===== src/rtl/csr_pkg.sv =====
// Shared CSR addresses, bit positions, op encodings, cause codes and write masks.
// Latency: none (definitions only).
// Backpressure: n/a.
package csr_pkg;

  // Implemented CSR addresses
  localparam logic [11:0] ADDR_MSTATUS = 12'h300;
  localparam logic [11:0] ADDR_MIE     = 12'h304;
  localparam logic [11:0] ADDR_MTVEC   = 12'h305;
  localparam logic [11:0] ADDR_MEPC    = 12'h341;
  localparam logic [11:0] ADDR_MCAUSE  = 12'h342;
  localparam logic [11:0] ADDR_MIP     = 12'h344;
  localparam logic [11:0] ADDR_MCYCLE  = 12'hB00;
  localparam logic [11:0] ADDR_MCYCLEH = 12'hB80;

  // Bit positions inside mstatus / mie / mip
  localparam int BIT_MIE  = 3;
  localparam int BIT_MPIE = 7;
  localparam int BIT_MTIE = 7;
  localparam int BIT_MEIE = 11;
  localparam int BIT_MTIP = 7;
  localparam int BIT_MEIP = 11;

  // Zicsr funct3 encodings; 000 and 100 are reserved
  typedef enum logic [2:0] {
    OP_RW  = 3'b001,
    OP_RS  = 3'b010,
    OP_RC  = 3'b011,
    OP_RWI = 3'b101,
    OP_RSI = 3'b110,
    OP_RCI = 3'b111
  } csr_op_e;

  // Interrupt cause codes (interrupt bit added at the MSB)
  localparam int CAUSE_MTI = 7;
  localparam int CAUSE_MEI = 11;

  // Reset value and writable-bit masks; bits outside a mask keep their reset value
  localparam logic [31:0] MSTATUS_RST  = 32'h0000_1800;
  localparam logic [31:0] MASK_MSTATUS = 32'h0000_0088;
  localparam logic [31:0] MASK_MIE     = 32'h0000_0880;
  localparam logic [31:0] MASK_MTVEC   = 32'hFFFF_FFFD;
  localparam logic [31:0] MASK_MEPC    = 32'hFFFF_FFFC;
  localparam logic [31:0] MASK_MCAUSE  = 32'hFFFF_FFFF;

endpackage


===== src/rtl/irq_sync.sv =====
// Multi-flop synchroniser for one asynchronous interrupt line, resets to 0.
// Latency: STAGES clk cycles from input change to output change.
// Backpressure: none; samples every cycle regardless of pipeline stalls.
module irq_sync #(
  parameter int STAGES = 2
) (
  input  logic clk,
  input  logic rst_n,
  input  logic async_in,
  output logic sync_out
);

  logic [STAGES-1:0] sync_q;

  // Shift the raw line through the synchroniser chain
  always_ff @(posedge clk or negedge rst_n) begin
    if (!rst_n) sync_q <= '0;
    else        sync_q <= {sync_q[STAGES-2:0], async_in};
  end

  assign sync_out = sync_q[STAGES-1];

endmodule


===== src/rtl/csr_regfile.sv =====
// Machine-mode CSR file: Zicsr access, mip sampling, trap entry and mret updates.
// Latency: reads combinational (pre-write value); writes/trap/mret land on next clk edge.
// Backpressure: stall blocks every architectural update; optional CSR_MCYCLE_EN adds mcycle.
module csr_regfile
  import csr_pkg::*;
#(
  parameter int DW          = 32,
  parameter int SYNC_STAGES = 2
) (
  input  logic          clk,
  input  logic          rst_n,
  input  logic          csr_valid,
  input  logic [2:0]    csr_op,
  input  logic [11:0]   csr_addr,
  input  logic [DW-1:0] csr_wdata,
  output logic [DW-1:0] csr_rdata,
  output logic          illegal_csr,
  input  logic [DW-1:0] pc_in,
  input  logic          trap_take,
  input  logic          is_mret,
  input  logic          stall,
  input  logic          timer_irq_i,
  input  logic          ext_irq_i,
  output logic [DW-1:0] mstatus_reg,
  output logic [DW-1:0] mie_reg,
  output logic [DW-1:0] mtvec_reg,
  output logic [DW-1:0] mepc_reg,
  output logic [DW-1:0] mcause_reg,
  output logic [DW-1:0] mip_reg
);

  logic          timer_sync;
  logic          ext_sync;
  logic          addr_ok;
  logic          op_ok;
  logic          is_rw;
  logic          wr_en;
  logic [DW-1:0] old_val;
  logic [DW-1:0] new_val;

`ifdef CSR_MCYCLE_EN
  logic [DW-1:0] mcycle_lo;
  logic [DW-1:0] mcycle_hi;
`endif

  irq_sync #(.STAGES(SYNC_STAGES)) u_sync_timer (
    .clk      (clk),
    .rst_n    (rst_n),
    .async_in (timer_irq_i),
    .sync_out (timer_sync)
  );

  irq_sync #(.STAGES(SYNC_STAGES)) u_sync_ext (
    .clk      (clk),
    .rst_n    (rst_n),
    .async_in (ext_irq_i),
    .sync_out (ext_sync)
  );

  // mip is just the synchronised lines placed at their architectural bits
  always_comb begin
    mip_reg           = '0;
    mip_reg[BIT_MTIP] = timer_sync;
    mip_reg[BIT_MEIP] = ext_sync;
  end

  // Address decode and pre-write value of the addressed CSR
  always_comb begin
    addr_ok = 1'b1;
    old_val = '0;
    case (csr_addr)
      ADDR_MSTATUS: old_val = mstatus_reg;
      ADDR_MIE:     old_val = mie_reg;
      ADDR_MTVEC:   old_val = mtvec_reg;
      ADDR_MEPC:    old_val = mepc_reg;
      ADDR_MCAUSE:  old_val = mcause_reg;
      ADDR_MIP:     old_val = mip_reg;
`ifdef CSR_MCYCLE_EN
      ADDR_MCYCLE:  old_val = mcycle_lo;
      ADDR_MCYCLEH: old_val = mcycle_hi;
`endif
      default:      addr_ok = 1'b0;
    endcase
  end

  // Op decode and read-modify-write value; set/clear with a zero source never writes
  always_comb begin
    op_ok   = 1'b1;
    is_rw   = 1'b0;
    new_val = old_val;
    case (csr_op_e'(csr_op))
      OP_RW, OP_RWI: begin
        is_rw   = 1'b1;
        new_val = csr_wdata;
      end
      OP_RS, OP_RSI: new_val = old_val | csr_wdata;
      OP_RC, OP_RCI: new_val = old_val & ~csr_wdata;
      default:       op_ok = 1'b0;
    endcase
  end

  assign illegal_csr = csr_valid & ~(addr_ok & op_ok);
  assign csr_rdata   = (csr_valid && addr_ok) ? old_val : '0;
  assign wr_en       = csr_valid & addr_ok & op_ok & ~stall & ~trap_take & ~is_mret
                     & (is_rw | (csr_wdata != '0));

  // Architectural updates: trap entry beats mret beats CSR write, all frozen by stall
  always_ff @(posedge clk or negedge rst_n) begin
    if (!rst_n) begin
      mstatus_reg <= DW'(MSTATUS_RST);
      mie_reg     <= '0;
      mtvec_reg   <= '0;
      mepc_reg    <= '0;
      mcause_reg  <= '0;
    end else if (!stall) begin
      if (trap_take) begin
        mepc_reg              <= pc_in & ~DW'(3);
        mcause_reg            <= (mip_reg[BIT_MEIP] && mie_reg[BIT_MEIE])
                                 ? {1'b1, (DW-1)'(CAUSE_MEI)}
                                 : {1'b1, (DW-1)'(CAUSE_MTI)};
        mstatus_reg[BIT_MPIE] <= mstatus_reg[BIT_MIE];
        mstatus_reg[BIT_MIE]  <= 1'b0;
      end else if (is_mret) begin
        mstatus_reg[BIT_MIE]  <= mstatus_reg[BIT_MPIE];
        mstatus_reg[BIT_MPIE] <= 1'b1;
      end else if (wr_en) begin
        case (csr_addr)
          ADDR_MSTATUS: mstatus_reg <= (mstatus_reg & ~DW'(MASK_MSTATUS)) | (new_val & DW'(MASK_MSTATUS));
          ADDR_MIE:     mie_reg     <= (mie_reg & ~DW'(MASK_MIE)) | (new_val & DW'(MASK_MIE));
          ADDR_MTVEC:   mtvec_reg   <= new_val & DW'(MASK_MTVEC);
          ADDR_MEPC:    mepc_reg    <= new_val & DW'(MASK_MEPC);
          ADDR_MCAUSE:  mcause_reg  <= new_val & DW'(MASK_MCAUSE);
          default:      ;
        endcase
      end
    end
  end

`ifdef CSR_MCYCLE_EN
  // Free-running 64-bit cycle count; a write to one half replaces only that half's increment
  always_ff @(posedge clk or negedge rst_n) begin
    if (!rst_n) begin
      mcycle_lo <= '0;
      mcycle_hi <= '0;
    end else begin
      mcycle_lo <= (wr_en && csr_addr == ADDR_MCYCLE)  ? new_val : mcycle_lo + 1'b1;
      mcycle_hi <= (wr_en && csr_addr == ADDR_MCYCLEH) ? new_val
                                                       : mcycle_hi + DW'(&mcycle_lo);
    end
  end
`endif

endmodule


===== config.mk =====
export PLATFORM = sky130hd
export DESIGN_NAME = csr_regfile
export DESIGN_NICKNAME = d
export VERILOG_FILES = /design/src/rtl/csr_pkg.sv /design/src/rtl/irq_sync.sv /design/src/rtl/csr_regfile.sv
export SDC_FILE = /design/constraint.sdc
export NUM_CORES = 1
export LEC_CHECK = 0
export CORE_MARGIN = 2
export CORE_UTILIZATION = 43
export CTS_CLUSTER_DIAMETER = 60
export DETAILED_ROUTE_END_ITERATION = 16
export PLACE_DENSITY_LB_ADDON = 0.05
export SETUP_SLACK_MARGIN = 0.15
export SYNTH_ARGS = -nofsm -noshare
export SYNTH_HDL_FRONTEND = slang
export SYNTH_SLANG_ARGS = --single-unit

===== constraint.sdc =====
create_clock -name clk -period 3.5 [get_ports clk]
set_input_delay 0.7 -clock clk [delete_from_list [all_inputs] [get_ports clk]]
set_output_delay 0.7 -clock clk [all_outputs]
set_load 0.1 [all_outputs]

==> results.yml <==
run_status:
  outcome: "finished, final reports clean"
worst_setup_path:
  crit_arrival_ns: 2.64
  regToRegEndpoint: "mepc_reg[7]"
  endpoint_kind: "output port"
  path_class: "input pin to output port"
  critPathMaxFanout: 13
  regToRegSetupSlack_ns: 0.77
  worstPathRequired_ns: 2.80
  crit_start: "csr_addr[9]"
  start_kind: "input pin"
  rr_worst_depth: 14
  r2r_start: "mie_reg[7]"
  worstSetupEndpoint: "csr_rdata[12]"
global_route:
  overflow: 0
  grt_use_total_pct: 30.2
  grt_pass1_wl_um: 39000
  grt_pass1_vias: 6985
  antenna_found_initial: 1
  grt_max_degree: 53
placed_design:
  dpl_cell_area_um2: 10000
  numPortBuffers: 215
  hpwl_um: 18700
  post-place-ws_ns: -0.192
  place.gp.congestion: 0.979
cts:
  clock-sinks: 101
  cts_root_buffer: "clkbuf_16"
  cts_tree: "done"
  cts.clk_slew.worst_paths_ns: 0.07
  ctsHoldBuffers: 0
  clk_latency_ns: 0.36
  cts_buffer_depth: 2
  cts_made_buffers: 9
  htreeDepth: 3
pwr:
  p_per_area_nw_per_um2: 397
  power_leakage_nw: 4.75
  ir_drop_v: 0.000330
die:
  num_io_pins: 312
  start_util_pct: 43.6
  num_rows: 46
  die_w_um: 130
  dieArea_um2: 17000
  die_h_um: 130
  coreArea_um2: 15800
final_layout:
  final_nets: 1207
  multi_input_area_um2: 4160
  syn_to_final_growth_pct: 57.6
  seq_area_um2: 2530
  largest_reg_flops: 32
  final_cell_area_um2: 10800
  fillCellCount: 1307
  final_layout_size_suffix_gt1_share_pct: 27.0
yosys:
  yosysMostFrequentCell: "dfrtp_1"
  synth_cell_types: 57
  synthTopCellsByCount: "dfrtp_1 (101), nand2_1 (100), nor2_1 (96), buf_4 (95), a31oi_1 (48)"
  synthCells: 831
  syn-mean-instance-area_um2: 8.27
  ys_seq_elements: 101
  yosys_warnings: 0
  synth-edff-count: 0
  syn_area_um2: 6870
  ys_seq_area_share_pct: 36.8
  synth_top_area_share_pct: 36.8
  yosysTopAreaCell: "dfrtp_1"
  synthArstFlopShare_pct: 100
  ys.flop_type: "dfrtp_1"
  synth_area_leaders: "dfrtp_1 (37%), buf_4 (10%), nand2_1 (5.5%), nor2_1 (5.2%), a31oi_1 (4.4%)"
timing:
  slew_headroom_pct: 33.9
  grt_setup_unrepaired: "yes"
  fin_ws_ns: 0.164
  finalCriticalPeriod_ns: 3.34
  setup_viol: 0
  drv_slew: 0
  worst_clock_skew_ns: 0.00520
  fin_crit_sh_pct: 95.3
  worst_slew_pin_slew_ns: 0.989
  finalHoldViolations: 0
  clock.fmax_mhz: 300
detailed_routing:
  ant_nets: 0
  drc_errors: 0
  drt-total-wl_um: 25900
  wire_per_inst_um: 19.3
  num_vias: 7396
  viasPerCell: 5.51
  drt_iter0_drc: 637
  drtPass1Iterations: 5
flow_run:
  drv_cap: 0
min_path:
  hold_path.class: "flip-flop to flip-flop"
  holdCritStartpoint: "u_sync_timer.sync_q[0]"
-- cells by family (layout without fill, tap and decap cells) --
kind of cell / count (synthesis) / after routing / synth area share (%)
AOI/OAI and AO/OA: 251 / 251 / 25.9
xor gates and xnor gates: 25 / 25 / 3.19
buffers and inverters: 163 / 366 / 14.5
DFF: 101 / 101 / 36.8
muxes: 4 / 4 / 0.619
other: 2 / 94 / 0.109
and+or+nand+nor: 285 / 285 / 19.0
-- area by class of cell --
class                   instances  share of cell area, %
multi-input cells             658                   38.4
repair buffers                339                   32.4
flip-flops and latches        101                   23.3
well taps                     216                   2.50
clock buffers                   9                   2.08
clock inverters                 7                  0.832
inverters                      11                  0.381
diodes                          1                 0.0231
-- routing by layer --
| layer | global-route usage, % | up-vias | wire (um) | share of wire [%] |
|---|---|---|---|---|
| met5 | 0 | - | 0 | 0 |
| met4 | 10.9 | 0 | 770 | 3.0 |
| met3 | 7.78 | 64 | 2490 | 9.6 |
| met2 | 47.1 | 391 | 12000 | 46 |
| met1 | 40.9 | 3524 | 10700 | 41 |
| li1 | - | 3417 | - | - |
-- critical path, cell delays in order --
cell and delay [ns]:
clkdlybuf4s50_1 0.51, nand4bb_4 0.13, buf_12 0.17, or3_4 0.35, o22ai_2 0.19, a22o_1 0.19, and3_2 0.22, buf_12 0.18
-- metrics by stage --
step	instances	util (%)	hold slack (ns)	setup TNS [ns]	power [mW]
after CTS	1337	67.4	0.360	0	4.30
after global routing	1341	68.6	0.363	0	4.44
after global placement	1303	63.7	0.334	-3.21	3.19
after detailed placement	1303	63.7	0.344	-3.55	3.20
after floorplan	922	-	0.331	0	2.81
final	1342	68.6	0.356	0	4.30
-- power by group --
group          switching (mW)  internal [mW]
sequential             0.0826           1.26
clock                   0.475          0.623
combinational            1.46          0.400
-- repair_timing --
item | in CTS | in global routing
hold endpoints to repair | 0 | 0
buffers inserted | 15 | 4
pin swaps | 8 | 8
gates resized for setup | 35 | 39
endpoints found under the setup margin | 32 | 35
gates cloned | 3 | 0
-- placed cells by master (no fill, tap or decap), types with 11 or more instances in the layout --
master           instances
nor3_1                  27
buf_4                  143
nor4_1                  11
xnor2_1                 24
a22oi_2                 21
a21o_1                  22
a22o_1                  29
o21ai_0                 16
conb_1                  93
nand2_1                 99
a22oi_1                 13
clkdlybuf4s50_1        134
a31oi_1                 48
a221oi_1                25
buf_12                  42
dfrtp_1                101
nor2_1                  67
a21oi_1                 36
nor2_4                  29
-- worst min path at each step --
stage | to | slack (ns) | cells after the start
after floorplan | u_sync_ext.sync_q[1] | 0.33 | 0
after global placement | u_sync_ext.sync_q[1] | 0.33 | 0
after detailed placement | u_sync_timer.sync_q[1] | 0.34 | 0
after CTS | u_sync_timer.sync_q[1] | 0.36 | 0
after global routing | u_sync_timer.sync_q[1] | 0.36 | 0
final | u_sync_timer.sync_q[1] | 0.36 | 0
(Power assumes the default switching activity.)
